**config.mk**
```make
export PLATFORM = sky130hd
export DESIGN_NAME = br_sched
export DESIGN_NICKNAME = d
export VERILOG_FILES = /design/src/rtl/br_sched.sv
export SDC_FILE = /design/constraint.sdc
export NUM_CORES = 1
export LEC_CHECK = 0
export BUFFER_PORTS_ARGS = -buffer_cell sky130_fd_sc_hd__buf_2
export CAP_MARGIN = 40
export CORE_MARGIN = 2
export CORE_UTILIZATION = 32
export DETAILED_ROUTE_END_ITERATION = 8
export PLACE_DENSITY_LB_ADDON = 0.25
export SYNTH_ARGS = -nofsm -noshare
export SYNTH_HDL_FRONTEND = slang
export SYNTH_SLANG_ARGS = --single-unit
```
**constraint.sdc**
```tcl
create_clock -name i_clk -period 4.64 [get_ports i_clk]
set_input_delay 0.928 -clock i_clk [delete_from_list [all_inputs] [get_ports i_clk]]
set_output_delay 0.928 -clock i_clk [all_outputs]
set_load 0.05 [all_outputs]
```
**src/rtl/br_sched.sv**
```systemverilog
// In-order branch scheduling queue: buffers decoded branches, wakes operands from the CDB,
// issues the oldest ready branch to the shared comparator and registers the resolution record.
module br_sched #(
    parameter int DEPTH = 4,
    parameter int TAG_W = 5,
    parameter int ROB_W = 5
) (
    input  logic             i_clk,
    input  logic             i_rst,
    input  logic             i_flush,
    input  logic             i_enq_valid,
    output logic             o_enq_ready,
    input  logic [2:0]       i_enq_cmp_op,
    input  logic [31:0]      i_enq_a,
    input  logic [31:0]      i_enq_b,
    input  logic             i_enq_a_rdy,
    input  logic             i_enq_b_rdy,
    input  logic [TAG_W-1:0] i_enq_a_tag,
    input  logic [TAG_W-1:0] i_enq_b_tag,
    input  logic [31:0]      i_enq_pc,
    input  logic [31:0]      i_enq_target,
    input  logic             i_enq_pred_taken,
    input  logic [ROB_W-1:0] i_enq_rob_id,
    input  logic             i_cdb_valid,
    input  logic [TAG_W-1:0] i_cdb_tag,
    input  logic [31:0]      i_cdb_data,
    output logic [31:0]      o_cmp_a,
    output logic [31:0]      o_cmp_b,
    output logic [2:0]       o_cmp_op,
    input  logic             i_cmp_br_en,
    output logic             o_res_valid,
    input  logic             i_res_ready,
    output logic             o_res_taken,
    output logic             o_res_mispredict,
    output logic [31:0]      o_res_redirect_pc,
    output logic [ROB_W-1:0] o_res_rob_id
);

    localparam int PTR_W = (DEPTH > 1) ? $clog2(DEPTH) : 1;
    localparam int CNT_W = PTR_W + 1;
    localparam logic [CNT_W-1:0] FULL_CNT = CNT_W'(DEPTH);

    logic             r_vld     [DEPTH];
    logic [31:0]      r_a       [DEPTH];
    logic [31:0]      r_b       [DEPTH];
    logic             r_a_rdy   [DEPTH];
    logic             r_b_rdy   [DEPTH];
    logic [TAG_W-1:0] r_a_tag   [DEPTH];
    logic [TAG_W-1:0] r_b_tag   [DEPTH];
    logic [2:0]       r_op      [DEPTH];
    logic [31:0]      r_pc      [DEPTH];
    logic [31:0]      r_tgt     [DEPTH];
    logic             r_pred    [DEPTH];
    logic [ROB_W-1:0] r_rob     [DEPTH];

    logic [PTR_W-1:0] r_head;
    logic [PTR_W-1:0] r_tail;
    logic [CNT_W-1:0] r_count;

    logic             r_res_valid;
    logic             r_res_taken;
    logic             r_res_mispredict;
    logic [31:0]      r_res_redirect_pc;
    logic [ROB_W-1:0] r_res_rob_id;

    logic             w_nonempty;
    logic             w_enq;
    logic             w_issue;
    logic             w_res_free;
    logic             w_enq_a_byp;
    logic             w_enq_b_byp;
    logic [31:0]      w_enq_a_val;
    logic [31:0]      w_enq_b_val;
    logic             w_wake_a  [DEPTH];
    logic             w_wake_b  [DEPTH];
    logic             w_taken;

    // Handshake and issue qualification.
    always_comb begin
        w_nonempty  = (r_count != {CNT_W{1'b0}});
        o_enq_ready = (r_count != FULL_CNT);
        w_enq       = i_enq_valid && o_enq_ready && !i_flush;
        w_res_free  = !r_res_valid || i_res_ready;
        w_issue     = w_nonempty && r_a_rdy[r_head] && r_b_rdy[r_head] && w_res_free && !i_flush;
    end

    // Operands broadcast on the CDB in the enqueue cycle are stored already captured.
    always_comb begin
        w_enq_a_byp = !i_enq_a_rdy && i_cdb_valid && (i_enq_a_tag == i_cdb_tag);
        w_enq_b_byp = !i_enq_b_rdy && i_cdb_valid && (i_enq_b_tag == i_cdb_tag);
        w_enq_a_val = w_enq_a_byp ? i_cdb_data : i_enq_a;
        w_enq_b_val = w_enq_b_byp ? i_cdb_data : i_enq_b;
    end

    // Per-entry tag match against the CDB broadcast.
    always_comb begin
        for (int i = 0; i < DEPTH; i++) begin
            w_wake_a[i] = i_cdb_valid && r_vld[i] && !r_a_rdy[i] && (r_a_tag[i] == i_cdb_tag);
            w_wake_b[i] = i_cdb_valid && r_vld[i] && !r_b_rdy[i] && (r_b_tag[i] == i_cdb_tag);
        end
    end

    // Entry storage: wakeup capture, issue retirement and enqueue write.
    always_ff @(posedge i_clk) begin
        if (i_rst) begin
            for (int i = 0; i < DEPTH; i++) begin
                r_vld[i]   <= 1'b0;
                r_a[i]     <= 32'h0;
                r_b[i]     <= 32'h0;
                r_a_rdy[i] <= 1'b0;
                r_b_rdy[i] <= 1'b0;
                r_a_tag[i] <= {TAG_W{1'b0}};
                r_b_tag[i] <= {TAG_W{1'b0}};
                r_op[i]    <= 3'b000;
                r_pc[i]    <= 32'h0;
                r_tgt[i]   <= 32'h0;
                r_pred[i]  <= 1'b0;
                r_rob[i]   <= {ROB_W{1'b0}};
            end
        end else if (i_flush) begin
            for (int i = 0; i < DEPTH; i++) begin
                r_vld[i]   <= 1'b0;
                r_a_rdy[i] <= 1'b0;
                r_b_rdy[i] <= 1'b0;
            end
        end else begin
            for (int i = 0; i < DEPTH; i++) begin
                if (w_wake_a[i]) begin
                    r_a[i]     <= i_cdb_data;
                    r_a_rdy[i] <= 1'b1;
                end
                if (w_wake_b[i]) begin
                    r_b[i]     <= i_cdb_data;
                    r_b_rdy[i] <= 1'b1;
                end
            end
            if (w_issue) begin
                r_vld[r_head] <= 1'b0;
            end
            // The tail slot is always free when enqueuing, so it never collides with wakeup.
            if (w_enq) begin
                r_vld[r_tail]   <= 1'b1;
                r_a[r_tail]     <= w_enq_a_val;
                r_b[r_tail]     <= w_enq_b_val;
                r_a_rdy[r_tail] <= i_enq_a_rdy || w_enq_a_byp;
                r_b_rdy[r_tail] <= i_enq_b_rdy || w_enq_b_byp;
                r_a_tag[r_tail] <= i_enq_a_tag;
                r_b_tag[r_tail] <= i_enq_b_tag;
                r_op[r_tail]    <= i_enq_cmp_op;
                r_pc[r_tail]    <= i_enq_pc;
                r_tgt[r_tail]   <= i_enq_target;
                r_pred[r_tail]  <= i_enq_pred_taken;
                r_rob[r_tail]   <= i_enq_rob_id;
            end
        end
    end

    // Circular pointers and occupancy; DEPTH is a power of two so pointers wrap naturally.
    always_ff @(posedge i_clk) begin
        if (i_rst || i_flush) begin
            r_head  <= {PTR_W{1'b0}};
            r_tail  <= {PTR_W{1'b0}};
            r_count <= {CNT_W{1'b0}};
        end else begin
            if (w_enq) begin
                r_tail <= r_tail + PTR_W'(1);
            end
            if (w_issue) begin
                r_head <= r_head + PTR_W'(1);
            end
            case ({w_enq, w_issue})
                2'b10:   r_count <= r_count + CNT_W'(1);
                2'b01:   r_count <= r_count - CNT_W'(1);
                default: r_count <= r_count;
            endcase
        end
    end

    // Comparator operands always reflect the head entry, zero when empty.
    always_comb begin
        o_cmp_a  = 32'h0;
        o_cmp_b  = 32'h0;
        o_cmp_op = 3'b000;
        if (w_nonempty) begin
            o_cmp_a  = r_a[r_head];
            o_cmp_b  = r_b[r_head];
            o_cmp_op = r_op[r_head];
        end else begin
            o_cmp_a  = 32'h0;
            o_cmp_b  = 32'h0;
            o_cmp_op = 3'b000;
        end
    end

    // funct3 010/011 are not branches; never report them taken.
    always_comb begin
        w_taken = (o_cmp_op[2:1] == 2'b01) ? 1'b0 : i_cmp_br_en;
    end

    // Resolution record register with valid/ready hold.
    always_ff @(posedge i_clk) begin
        if (i_rst) begin
            r_res_valid       <= 1'b0;
            r_res_taken       <= 1'b0;
            r_res_mispredict  <= 1'b0;
            r_res_redirect_pc <= 32'h0;
            r_res_rob_id      <= {ROB_W{1'b0}};
        end else if (i_flush) begin
            r_res_valid <= 1'b0;
        end else if (w_issue) begin
            r_res_valid       <= 1'b1;
            r_res_taken       <= w_taken;
            r_res_mispredict  <= w_taken ^ r_pred[r_head];
            r_res_redirect_pc <= w_taken ? r_tgt[r_head] : (r_pc[r_head] + 32'd4);
            r_res_rob_id      <= r_rob[r_head];
        end else if (r_res_valid && i_res_ready) begin
            r_res_valid <= 1'b0;
        end else begin
            r_res_valid <= r_res_valid;
        end
    end

    assign o_res_valid       = r_res_valid;
    assign o_res_taken       = r_res_taken;
    assign o_res_mispredict  = r_res_mispredict;
    assign o_res_redirect_pc = r_res_redirect_pc;
    assign o_res_rob_id      = r_res_rob_id;

endmodule

```
==> flow_summary.ini <==
[cells_and_area]
seq_area_um2 = 18900
layout_commonest_cell = edfxtp_1
drive_gt1_share_pct = 27.3
final_cell_mix = edfxtp_1 (592), and2_1 (336), buf_2 (300)
area_growth_syn_to_layout_pct = 17.6
layout.nets = 2547
n_fill_cell = 9019
multiInputGateArea_um2 = 10900

[cts]
clock-sinks = 649
cts_hold_buf = 0
cts_buffers = 74
cts.clk_slew.worst_paths_ns = 0.06
htree_levels = 3
clk-insertion-delay-late_ns = 0.63
postCtsSetupRepairBufs = 0
root_buffer = clkbuf_16
cts_tree = built
cts_resized = 0
clock_path_buffers = 3

[sta]
maxSlewHeadroom_pct = 45.4
fin_crit_sh_pct = 87.4
grt_setup_unrepaired = false
clock.fmax_mhz = 247
tightest_slew_ns = 0.817
holdWs_ns = 0.460
hold_viol_final = 0
period_needed_ns = 4.06
setup_viol = 0
setup-tns-final_ns = 0
fin_skew_ns = 0.0180
drv_slew = 0

[run_status]
status = finished, final reports clean

[route]
antenna_left = 0
vias = 19309
dr.pass1.iters = 7
routed_via_density = 5.26
wl_per_cell_um = 25.1
drt_iter0_markers = 1741
wl_um = 92100
remaining_drc_errors = 0

[synthesis]
syn_nets = 2296
avgSynthCellArea_um2 = 14.6
synth_simple_gate_area_share_pct = 12.5
synth_edf_count = 592
synthMuxAreaShare_pct = 10.5
yosysTopAreaCell = edfxtp_1
ys_ff_latch = 649
ys_top_cells_by_area = edfxtp_1 (58%), mux4_2 (9.6%), a22o_1 (7.3%)
synth-compound-area-share_pct = 9.55
synth_seq_area_share_pct = 61.8
yosys.area.top_type_share_pct = 58.1
synth-adder-area-share_pct = 0.474
async_flop_share_pct = 0
mappedNetlistArea_um2 = 30600
ys_warn_count = 0
ys.flop_type = edfxtp_1
synth_xor_area_share_pct = 2.20
synthDistinctLibCells = 66
syn_inst = 2092
synth_top_family_by_area = simple AND/OR/NAND/NOR gates

[critical_path]
critPathLaunchType = flop
crit_path_end_kind = output port
crit_path_max_fanout = 74
required_ns = 3.71
crit_chain = buf_12 -> buf_4 -> mux4_2 -> nor2b_1 -> buf_2
crit_type = flop to output port
cp.arrival_ns = 3.13
slowest_stage = dfxtp_4
cpPeakStageDelay_ns = 0.75

[global_route]
grt_pass1_wl_um = 135000
grt_max_degree = 75
grt-ovfl-total = 0
grt_usage_pct = 18.5
grt_pass1_vias = 19931
antenna_found_initial = 19

[floorplan]
ioPinCount = 301
core-area_um2 = 94900
rows = 113
start_util_pct = 32.3
dieArea_um2 = 98100
fp.dieW_um = 313
die_h_um = 313

[pwr]
p_comb_share_pct = 6.0
cellPowerDensity_nw_per_um2 = 367
clkPwrFrac_pct = 43.4
finalPower_mw = 13.2
p_int_mw = 10.2
max-vdd-ir-drop_mv = 0.215
p_sw_mw = 2.95
switching_share_pct = 22.4
p_leak_nw = 13.0
p_seq_share_pct = 50.6

[hold_path]
hold_path.class = flop to flop

[job]
drv_cap = 0

[placement]
dp_hpwl_um = 57600
port_buffers = 300
gp_congestion = 0.778
[flip-flops by register name, indices dropped and copies added (netlist names), named ones only]
signal,flops
r_b_tag,20
r_a_tag,20
r_b,128
o_res_redirect_pc,32
o_res_rob_id,5
r_rob,20
o_res_mispredict,1
r_count,3
o_res_valid,1
r_tgt,128
r_b_rdy,4
r_vld,4
r_tail,2
o_res_taken,1
r_a,128
r_pc,128
r_op,12
r_a_rdy,4
r_pred,4
r_head,2
[worst max-delay path, delay by kind of cell (launching register included)]
| kind | cells | cell delay (ns) |
|---|---|---|
| mux | 1 | 0.35 |
| flops | 1 | 0.75 |
| buf+inv | 3 | 1.12 |
| simple gates | 1 | 0.14 |
[metrics by stage]
step	worst slack, ns	instances	instance area, um^2	utilization (%)
2_1_floorplan	0.122	2092	30600	-
3_3_place_gp	1.02	3525	33500	35.3
3_5_place_dp	0.985	3531	33600	35.4
4_1_cts	0.509	3663	36000	37.9
5_1_grt	0.459	3669	36000	37.9
6_report	0.584	3673	36000	37.9
[path summary, 6_finish.rpt]
check                    endpoint  cells after the start                  from  slack, ns
max                   o_cmp_a[16]                      5                  flop       0.58
min          o_res_redirect_pc[5]                      2  o_res_redirect_pc[5]       0.46
max reg2reg            r_count[2]                     11                  flop       1.04
min reg2reg  o_res_redirect_pc[5]                      2  o_res_redirect_pc[5]       0.46
[layer usage]
metal	wire, um	track usage (%)
met1	38400	23.9
met2	46000	31.6
met3	5730	3.85
met4	1840	4.86
met5	69	0
[power by group through the flow]
stage	Clock, mW	Combinational (mW)	Sequential, mW
6_report	5.72	0.795	6.68
2_1_floorplan	0	0.446	6.78
4_1_cts	5.85	0.811	6.68
5_1_grt	6.06	0.859	6.70
3_3_place_gp	0	0.793	6.79
3_5_place_dp	0	0.807	6.80
[cells in the mapped netlist (5+ instances only)]
| library cell | number |
|---|---|
| dfxtp_1 | 57 |
| nand3_1 | 25 |
| o211ai_1 | 5 |
| mux2i_1 | 9 |
| clkbuf_1 | 87 |
| ha_1 | 10 |
| and2_1 | 336 |
| buf_1 | 39 |
| nor3_1 | 28 |
| nand2_1 | 76 |
| and3_1 | 6 |
| inv_1 | 12 |
| mux2_2 | 5 |
| nand4_1 | 22 |
| or3_1 | 6 |
| xnor2_1 | 39 |
| nor2b_1 | 71 |
| nor4_1 | 8 |
| mux4_1 | 5 |
| a2111oi_2 | 9 |
| o21ai_0 | 16 |
| nor2_1 | 47 |
| a31oi_1 | 11 |
| xor2_1 | 38 |
| a22o_1 | 256 |
| mux4_2 | 130 |
| a21oi_1 | 24 |
| buf_2 | 53 |
| buf_6 | 5 |
| edfxtp_1 | 592 |
[cells by family after synthesis]
group / after synthesis
adder cells (fa/ha/maj): 11
AO/OA/AOI/OAI: 350
multiplexers: 149
buffers and inverters: 202
flip-flops: 649
XOR/XNOR: 77
AND/OR/NAND/NOR: 654
[cell type report]
cell class	instances	share of cell area, %
Antenna cell	9	0.0626
Tap cell	1265	4.40
Timing Repair Buffer	365	5.95
Clock inverter	37	0.782
Sequential cell	649	52.6
Multi-Input combinational cell	1241	30.4
Clock buffer	95	5.72
Inverter	12	0.125
No activity file was read; power rests on OpenSTA's default activity.
